$ cat src/rtl/rv32i_pkg.sv
// Shared RV32I write-back definitions: result-select encoding and load funct3 codes.
package rv32i_pkg;

  typedef enum logic [1:0] {
    WB_ALU  = 2'b00,
    WB_LOAD = 2'b01,
    WB_PC4  = 2'b10,
    WB_RSVD = 2'b11
  } wb_sel_e;

  localparam logic [2:0] F3_LB  = 3'b000;
  localparam logic [2:0] F3_LH  = 3'b001;
  localparam logic [2:0] F3_LW  = 3'b010;
  localparam logic [2:0] F3_LBU = 3'b100;
  localparam logic [2:0] F3_LHU = 3'b101;

endpackage

$ cat src/rtl/rv32i_load_align.sv
// Combinational load aligner: picks the addressed byte/half of an aligned word and extends it.
// Byte/half lanes are taken from the low 32 bits, so WIDTH must be at least 32.
module rv32i_load_align
  import rv32i_pkg::*;
#(
  parameter int WIDTH = 32
) (
  input  logic [WIDTH-1:0] i_word,
  input  logic [2:0]       i_funct3,
  input  logic [1:0]       i_addr_lsb,
  output logic [WIDTH-1:0] o_data
);

  logic [7:0]  w_byte;
  logic [15:0] w_half;

  // Lane selection followed by sign/zero extension by load type.
  always_comb begin
    w_byte = 8'h00;
    w_half = 16'h0000;
    o_data = i_word;
    case (i_addr_lsb)
      2'd0:    w_byte = i_word[7:0];
      2'd1:    w_byte = i_word[15:8];
      2'd2:    w_byte = i_word[23:16];
      2'd3:    w_byte = i_word[31:24];
      default: w_byte = i_word[7:0];
    endcase
    if (i_addr_lsb[1]) begin
      w_half = i_word[31:16];
    end else begin
      w_half = i_word[15:0];
    end
    case (i_funct3)
      F3_LB:   o_data = {{(WIDTH-8){w_byte[7]}}, w_byte};
      F3_LBU:  o_data = {{(WIDTH-8){1'b0}}, w_byte};
      F3_LH:   o_data = {{(WIDTH-16){w_half[15]}}, w_half};
      F3_LHU:  o_data = {{(WIDTH-16){1'b0}}, w_half};
      default: o_data = i_word;
    endcase
  end

endmodule

$ cat src/rtl/rv32i_writeback.sv
// RV32I write-back stage: MEM/WB register, result mux, and MDU result hold with write-port arbitration.
// Optional retired-instruction counter o_instret when RV32_WB_INSTRET_EN is defined.
module rv32i_writeback
  import rv32i_pkg::*;
#(
  parameter int WIDTH      = 32,
  parameter int ADDR_WIDTH = 5
) (
  input  logic                  clk,
  input  logic                  rst_n,
  input  logic                  i_valid,
  input  logic                  i_flush,
  input  logic                  i_reg_write,
  input  logic [ADDR_WIDTH-1:0] i_rd_addr,
  input  logic [1:0]            i_wb_sel,
  input  logic [WIDTH-1:0]      i_alu_result,
  input  logic [WIDTH-1:0]      i_pc_plus4,
  input  logic [WIDTH-1:0]      i_load_word,
  input  logic [2:0]            i_load_funct3,
  input  logic [1:0]            i_addr_lsb,
  input  logic                  i_mdu_valid,
  output logic                  o_mdu_ready,
  input  logic [ADDR_WIDTH-1:0] i_mdu_rd_addr,
  input  logic [WIDTH-1:0]      i_mdu_data,
  output logic                  o_we,
  output logic [ADDR_WIDTH-1:0] o_rd_addr,
  output logic [WIDTH-1:0]      o_rd_data,
  output logic                  o_mdu_pending,
  output logic [ADDR_WIDTH-1:0] o_mdu_pending_rd,
  output logic                  o_fwd_valid,
  output logic [ADDR_WIDTH-1:0] o_fwd_rd_addr,
  output logic [WIDTH-1:0]      o_fwd_data
`ifdef RV32_WB_INSTRET_EN
  ,
  output logic [63:0]           o_instret
`endif
);

  logic                  r_wb_valid;
  logic                  r_reg_write;
  logic [ADDR_WIDTH-1:0] r_rd_addr;
  logic [1:0]            r_wb_sel;
  logic [WIDTH-1:0]      r_alu_result;
  logic [WIDTH-1:0]      r_pc_plus4;
  logic [WIDTH-1:0]      r_load_word;
  logic [2:0]            r_load_funct3;
  logic [1:0]            r_addr_lsb;

  logic                  r_hold_valid;
  logic [ADDR_WIDTH-1:0] r_hold_rd;
  logic [WIDTH-1:0]      r_hold_data;

  logic                  w_pipe_req;
  logic                  w_hold_drain;
  logic                  w_mdu_accept;
  logic [WIDTH-1:0]      w_load_data;
  logic [WIDTH-1:0]      w_pipe_data;

  assign w_pipe_req   = r_wb_valid && r_reg_write && (r_rd_addr != {ADDR_WIDTH{1'b0}});
  assign w_hold_drain = r_hold_valid && !w_pipe_req;
  assign o_mdu_ready  = !r_hold_valid || w_hold_drain;
  assign w_mdu_accept = i_mdu_valid && o_mdu_ready;

  assign o_mdu_pending    = r_hold_valid;
  assign o_mdu_pending_rd = r_hold_rd;

  // MEM/WB pipeline register; a flushed instruction is captured as a bubble.
  always_ff @(posedge clk or negedge rst_n) begin
    if (!rst_n) begin
      r_wb_valid    <= 1'b0;
      r_reg_write   <= 1'b0;
      r_rd_addr     <= {ADDR_WIDTH{1'b0}};
      r_wb_sel      <= 2'b00;
      r_alu_result  <= {WIDTH{1'b0}};
      r_pc_plus4    <= {WIDTH{1'b0}};
      r_load_word   <= {WIDTH{1'b0}};
      r_load_funct3 <= 3'b000;
      r_addr_lsb    <= 2'b00;
    end else begin
      r_wb_valid    <= i_valid && !i_flush;
      r_reg_write   <= i_reg_write;
      r_rd_addr     <= i_rd_addr;
      r_wb_sel      <= i_wb_sel;
      r_alu_result  <= i_alu_result;
      r_pc_plus4    <= i_pc_plus4;
      r_load_word   <= i_load_word;
      r_load_funct3 <= i_load_funct3;
      r_addr_lsb    <= i_addr_lsb;
    end
  end

  // MDU hold: x0 results are taken off the MDU but never held, so a held rd is always non-zero.
  always_ff @(posedge clk or negedge rst_n) begin
    if (!rst_n) begin
      r_hold_valid <= 1'b0;
      r_hold_rd    <= {ADDR_WIDTH{1'b0}};
      r_hold_data  <= {WIDTH{1'b0}};
    end else if (w_mdu_accept) begin
      r_hold_valid <= (i_mdu_rd_addr != {ADDR_WIDTH{1'b0}});
      r_hold_rd    <= i_mdu_rd_addr;
      r_hold_data  <= i_mdu_data;
    end else if (w_hold_drain) begin
      r_hold_valid <= 1'b0;
    end else begin
      r_hold_valid <= r_hold_valid;
    end
  end

  rv32i_load_align #(
    .WIDTH(WIDTH)
  ) u_load_align (
    .i_word    (r_load_word),
    .i_funct3  (r_load_funct3),
    .i_addr_lsb(r_addr_lsb),
    .o_data    (w_load_data)
  );

  // Result select; the reserved encoding falls back to the ALU result.
  always_comb begin
    w_pipe_data = r_alu_result;
    case (wb_sel_e'(r_wb_sel))
      WB_LOAD: w_pipe_data = w_load_data;
      WB_PC4:  w_pipe_data = r_pc_plus4;
      default: w_pipe_data = r_alu_result;
    endcase
  end

  // Write-port arbitration: the in-order pipeline always wins over a held MDU result.
  always_comb begin
    o_we      = 1'b0;
    o_rd_addr = {ADDR_WIDTH{1'b0}};
    o_rd_data = {WIDTH{1'b0}};
    if (w_pipe_req) begin
      o_we      = 1'b1;
      o_rd_addr = r_rd_addr;
      o_rd_data = w_pipe_data;
    end else if (w_hold_drain) begin
      o_we      = 1'b1;
      o_rd_addr = r_hold_rd;
      o_rd_data = r_hold_data;
    end else begin
      o_we      = 1'b0;
    end
  end

  assign o_fwd_valid   = o_we;
  assign o_fwd_rd_addr = o_rd_addr;
  assign o_fwd_data    = o_rd_data;

`ifdef RV32_WB_INSTRET_EN
  logic [63:0] r_instret;

  // Retired-instruction count, wrapping naturally at 2^64.
  always_ff @(posedge clk or negedge rst_n) begin
    if (!rst_n) begin
      r_instret <= 64'd0;
    end else if (r_wb_valid) begin
      r_instret <= r_instret + 64'd1;
    end else begin
      r_instret <= r_instret;
    end
  end

  assign o_instret = r_instret;
`endif

endmodule

$ cat config.mk
export PLATFORM = sky130hd
export DESIGN_NAME = rv32i_writeback
export DESIGN_NICKNAME = d
export VERILOG_FILES = /design/src/rtl/rv32i_pkg.sv /design/src/rtl/rv32i_load_align.sv /design/src/rtl/rv32i_writeback.sv
export SDC_FILE = /design/constraint.sdc
export NUM_CORES = 1
export LEC_CHECK = 0
export CORE_ASPECT_RATIO = 1.4
export CORE_MARGIN = 4
export CORE_UTILIZATION = 44
export CTS_CLUSTER_SIZE = 20
export DETAILED_ROUTE_END_ITERATION = 10
export PLACE_DENSITY = 0.8
export SETUP_SLACK_MARGIN = 0.05
export SYNTH_ARGS = -nofsm -noshare
export SYNTH_HDL_FRONTEND = slang
export SYNTH_SLANG_ARGS = --single-unit
$ cat constraint.sdc
create_clock -name clk -period 3 [get_ports clk]
set_input_delay 0.6 -clock clk [delete_from_list [all_inputs] [get_ports clk]]
set_output_delay 0.6 -clock clk [all_outputs]
set_load 0.01 [all_outputs]
# --- Word level (Yosys, flattened, before mapping) ---
# Cells that the tools add are included.
classes:
  n_addsub: 0
  multipliers: 0
  div_mod_pow: 0
  order_cmp: 0
  eq_ne: 8
  shifts: 0
  muxes: 12
  bitwise_logic: 0
  n_reduce_logical: 14
op_table:
  columns: ["op", "n"]
  rows:
  - ["32-bit one-hot mux with 4 select lines", 1]
  - ["32-bit two-way mux", 2]
  - ["32-bit one-hot mux with 2 select lines", 1]
  - ["8-bit one-hot mux with 4 select lines", 1]
  - ["16-bit two-way mux", 1]
  - ["5-bit two-way mux", 2]
  - ["5-bit nonzero test", 2]
  - ["2-bit equality test, second input constant", 3]
  - ["3-bit equality test, second input constant", 2]
  - ["1-bit logical AND", 5]
  - ["2-bit by 1-bit equality test with 1-bit output, second input constant", 2]
  - ["1-bit two-way mux", 4]
  - ["3-bit by 1-bit equality test with 1-bit output, second input constant", 1]
  - ["1-bit zero test", 3]
  - ["3-bit zero test", 1]
  - ["2-bit zero test", 1]
  - ["2-bit nonzero test", 1]
  - ["1-bit logical OR", 1]
totals:
  register_bits: 148
  latchBits: 0
  ram_bits: 0
  mem_bits_ro: 0
  wordCells: 46
  n_memories: 0

# --- Depth between registers and ports, before layout ---
depth:
  ltp_word: 7
  mapped_depth: 9
  mapped_depth_nobuf: 7

# --- Hierarchy ---
# Synthesis repeated with hierarchy kept, for this count alone.
unflattened:
  hier_cells: 511
  hier_area_um2: 6473.7
modules_own_cells:
  columns: ["module", "instances", "cells_per_inst", "area_each_um2"]
  rows:
  - ["rv32i_writeback", 1, 400, 5805.6]
  - ["rv32i_load_align", 1, 111, 668.1]

# --- Worst setup path before layout ---
# No wires, ideal clock.
synth_timing:
  path_type: "reg-to-output"
  start: "reg r_rd_addr[3]"
  end: "out o_rd_data[30]"
  arrival_time_ns: 2.051
  slack_ns: 0.349
  path_stages_with_launch: 9
  path_cell_list: "dfrtp_1 -> or4_1 -> nor2_1 -> or3_1 -> clkbuf_1 -> buf_2 -> a221oi_1 -> a21oi_1 -> buf_4"
synth_between:
  elab_chain_cells: 6
synth_rtl:
  columns: ["element", "line_no", "text"]
  rows:
  - ["from (decl)", "rv32i_writeback.sv:41", "logic [ADDR_WIDTH-1:0] r_rd_addr;"]
  - ["from (signal assigned)", "rv32i_writeback.sv:72", "r_rd_addr <= {ADDR_WIDTH{1'b0}};"]
  - ["from (signal assigned)", "rv32i_writeback.sv:82", "r_rd_addr <= i_rd_addr;"]
  - ["5-bit nonzero test (*)", "rv32i_writeback.sv:59", "assign w_pipe_req = r_wb_valid && r_reg_write && (r_rd_addr != {ADDR_WIDTH{1'b0}});"]
  - ["1-bit logical AND (*)", "rv32i_writeback.sv:59", null]
  - ["1-bit zero test", "rv32i_writeback.sv:60", "assign w_hold_drain = r_hold_valid && !w_pipe_req;"]
  - ["1-bit logical AND", "rv32i_writeback.sv:60", null]
  - ["32-bit two-way mux", "rv32i_writeback.sv:137", "end else if (w_hold_drain) begin"]
  - ["32-bit two-way mux (*)", "rv32i_writeback.sv:133", "if (w_pipe_req) begin"]
  - ["to (decl)", "rv32i_writeback.sv:27", "output logic [WIDTH-1:0] o_rd_data,"]
# Mark *: on every way between the ends. The rest lies on a longest branch, timed or not.

# --- Final worst setup path ---
layout_timing:
  start: "reg r_load_word[23]"
  end: "out o_fwd_data[20]"
layout_between:
  elab_chain_cells: 4
layout_rtl:
  columns: ["element", "line_no", "text"]
  rows:
  - ["from (decl)", "rv32i_writeback.sv:45", "logic [WIDTH-1:0] r_load_word;"]
  - ["from (signal assigned)", "rv32i_writeback.sv:76", "r_load_word <= {WIDTH{1'b0}};"]
  - ["from (signal assigned)", "rv32i_writeback.sv:86", "r_load_word <= i_load_word;"]
  - ["8-bit one-hot mux with 4 select lines", "rv32i_load_align.sv:22", "case (i_addr_lsb)"]
  - ["32-bit one-hot mux with 4 select lines", "rv32i_load_align.sv:34", "case (i_funct3)"]
  - ["32-bit one-hot mux with 2 select lines", "rv32i_writeback.sv:121", "case (wb_sel_e'(r_wb_sel))"]
  - ["32-bit two-way mux", "rv32i_writeback.sv:133", null]
  - ["to (decl)", "rv32i_writeback.sv:32", "output logic [WIDTH-1:0] o_fwd_data"]
# No other way between the ends.

==> impl_metrics.json <==
{
  "status": "complete, but fails checks",
  "violations": "setup timing",
  "drt_first_pass_iters": 5,
  "synth_area_leaders": "dfrtp_1, mux2_2, buf_4",
  "synth.cells.most_frequent": "dfrtp_1, nand2_1, o21ai_0",
  "p_sw_share_pct": 27.74,
  "antenna_found_initial": 2,
  "met1_length_um": 7512,
  "die_area_um2": 15950,
  "io_buffers": 233,
  "synth_area_um2": 6147,
  "gp_congestion": 0.8860,
  "dr_wl_met2_um": 11310,
  "clock_sinks": 148,
  "cp_max_fo": 6,
  "cts_tree": "built",
  "postCtsHoldBufs": 0,
  "critPathKind": "flip-flop to output pin",
  "p_leak_nw": 4.211,
  "grt_max_degree": 63,
  "drv_slew": 0,
  "vdd_drop_max_uv": 363.3,
  "dr.max_layer_used": "met4",
  "rrSetupSlack_ns": 0.64,
  "synth.most_common_cell": "dfrtp_1",
  "dp_hpwl_um": 14900,
  "cts_buffers": 17,
  "clk_pin_slew_ns": 0.06,
  "vias": 5141,
  "via_per_inst": 5.469,
  "async_reset_ff_share_pct": 100.0,
  "ys.flop_type": "dfrtp_1",
  "power_w": 0.005200,
  "clk_latency_ns": 0.42,
  "wl_per_cell_um": 22.51,
  "worst_slack_ns": -0.1439,
  "met3_length_um": 1354,
  "finalNonFillerCells": 940,
  "cts_buffer_depth": 2,
  "maxCapViolCount": 0,
  "cp-start-kind": "flip-flop",
  "ys_ff_latch": 148,
  "p_seq_share_pct": 42.8,
  "finalNetCount": 896,
  "layout-drive-gt1-share_pct": 37.30,
  "setup_viol_count_final": 39,
  "h-tree-depth": 4,
  "ant_nets": 0,
  "rsz0062_at_grt": "yes",
  "required_ns": 2.40,
  "finClkSkew_ns": 0.008977,
  "cp-end-kind": "output pin",
  "chipWidth_um": 107.9,
  "synth_area_per_cell_um2": 12.03,
  "power_frac_comb_pct": 19.3,
  "p_sw_w": 0.001442,
  "die_y_um": 147.9,
  "synth-edff-count": 0,
  "max_clock_freq_mhz": 318.1,
  "rr_startpoint": "r_rd_addr[3]",
  "period_minus_slack_ns": 3.144,
  "drc_errors": 0,
  "reg2reg_depth": 7,
  "cp.arrival_ns": 2.54,
  "p_int_w": 0.003757,
  "multiInputGateArea_um2": 2541,
  "syn_inst": 511,
  "grt_usage_pct": 25.68,
  "r2r_end": "r_hold_data[25]",
  "power_density_nw_per_um2": 541.5,
  "row_count": 50,
  "io_pins": 234,
  "wirelength_um": 21160,
  "dr.first_iter.drc_count": 309,
  "syn-num-nets": 664,
  "post_synth_num_cell_types": 39,
  "fin_crit_sh_pct": 104.8,
  "num-fill-cells": 967,
  "gr-total-overflow": 0,
  "clkPwrFrac_pct": 38.0,
  "placedCellCount": 887,
  "areaGrowthSynthToFinish_pct": 56.20,
  "ys_seq_area_share_pct": 60.25,
  "hold_violations": 0,
  "slew-limit-headroom_pct": 61.57,
  "grt_pass1_vias": 5502,
  "grt_pass1_wl_um": 30670,
  "cts_root_buffer": "clkbuf_16",
  "regArea_um2": 3704,
  "hp-class": "input port to asynchronous set/reset pin",
  "whs_ns": 0.1620,
  "ys_warn_count": 0,
  "synth_top_area_share_pct": 60.25,
  "start_util_pct": 45.49,
  "core_um2": 13510,
  "synth_top_area_cell": "dfrtp_1",
  "worst-slew-pin-transition_ns": 0.5743,
  "pre_cts_slack_ns": -0.1078
}
[final cells by class]
cell class / count / share of cell area, %
flip-flops and latches: 148 / 38.57
multi-input cells: 283 / 26.47
well taps: 182 / 2.372
clock buffers: 19 / 4.717
clock inverters: 13 / 1.056
inverters: 7 / 0.2737
diodes: 2 / 0.05212
repair buffers: 286 / 26.49
[flip-flops by register name, summed over array words and instances, names as in the netlist, 2 cells and up]
register          flops
r_wb_sel              2
r_load_funct3         3
r_load_word          32
o_mdu_pending_rd      5
r_pc_plus4           32
r_addr_lsb            2
r_alu_result         32
r_rd_addr             5
r_hold_data          32
[logic make-up after synthesis]
logic type | Yosys count | synth area share [%]
AOI/OAI and AO/OA | 134 | 15.73
DFF | 148 | 60.25
muxes | 47 | 8.610
adders and majority gates | 2 | 0.4070
buffers and inverters | 80 | 7.612
and+or+nand+nor | 100 | 7.389
[through the flow]
step           util [%]  setup TNS [ns]  area [um^2]
6_report          71.06          -3.307         9602
5_1_grt           71.06          -6.137         9602
4_1_cts           69.75          -3.301         9425
3_5_place_dp      63.75          -1.643         8615
3_3_place_gp      63.75         -0.3988         8615
2_1_floorplan         -               0         6147
[layer usage]
metal,vias to the layer above,GRT usage (%)
met5,-,0
met4,0,12.95
met3,56,5.374
met2,257,45.24
met1,2570,29.07
li1,2258,-
[worst max path at each step]
stage,from,endpoint,slack [ns]
final,r_load_word[23],o_fwd_data[20],-0.14
after CTS,r_addr_lsb[1],o_rd_data[27],-0.18
after global placement,r_rd_addr[3],o_fwd_data[7],-0.06
after detailed placement,r_addr_lsb[1],o_rd_data[29],-0.11
after global routing,r_addr_lsb[1],o_fwd_data[27],-0.22
after floorplan,r_rd_addr[3],o_rd_data[30],0.35
[power groups by stage]
stage               clock network (W)  registers, W  logic [W]
global placement                    0       0.00223   0.000962
CTS                           0.00198       0.00221   0.000967
detailed placement                  0       0.00224   0.000981
finish                        0.00198       0.00222    0.00100
global route                  0.00208       0.00223    0.00107
floorplan                           0       0.00222   0.000434
[cell usage in the layout, fill, tap and decap left out, types with 4 or more instances in the layout]
cell / count
a21oi_2: 17
o21ai_0: 39
a22oi_2: 7
nand3_2: 5
a221oi_2: 11
clkdlybuf4s50_1: 155
dlygate4sd2_1: 5
nand2_1: 46
nand3_1: 27
buf_6: 11
o21ai_2: 6
clkbuf_16: 19
buf_4: 39
mux2_2: 37
mux2i_1: 6
a21o_1: 16
clkbuf_2: 19
clkinv_4: 4
clkinvlp_4: 4
buf_12: 7
a221oi_4: 16
buf_2: 47
dfrtp_1: 148
inv_1: 6
[repair_timing]
| action | CTS | global route |
|---|---|---|
| setup endpoints to repair | 77 | 70 |
| gates resized for setup | 288 | 94 |
| buffers inserted | 13 | 5 |
| gates cloned | 0 | 2 |
| pin swaps | 13 | 15 |
[critical path: stages, from the launching register on]
cell	delay, ns
dfrtp_1	0.42
mux4_2	0.47
or2_1	0.26
a31o_4	0.29
buf_4	0.17
a221oi_4	0.28
a21oi_2	0.07
buf_2	0.16
Note: power is estimated with default switching activity, not from simulation.
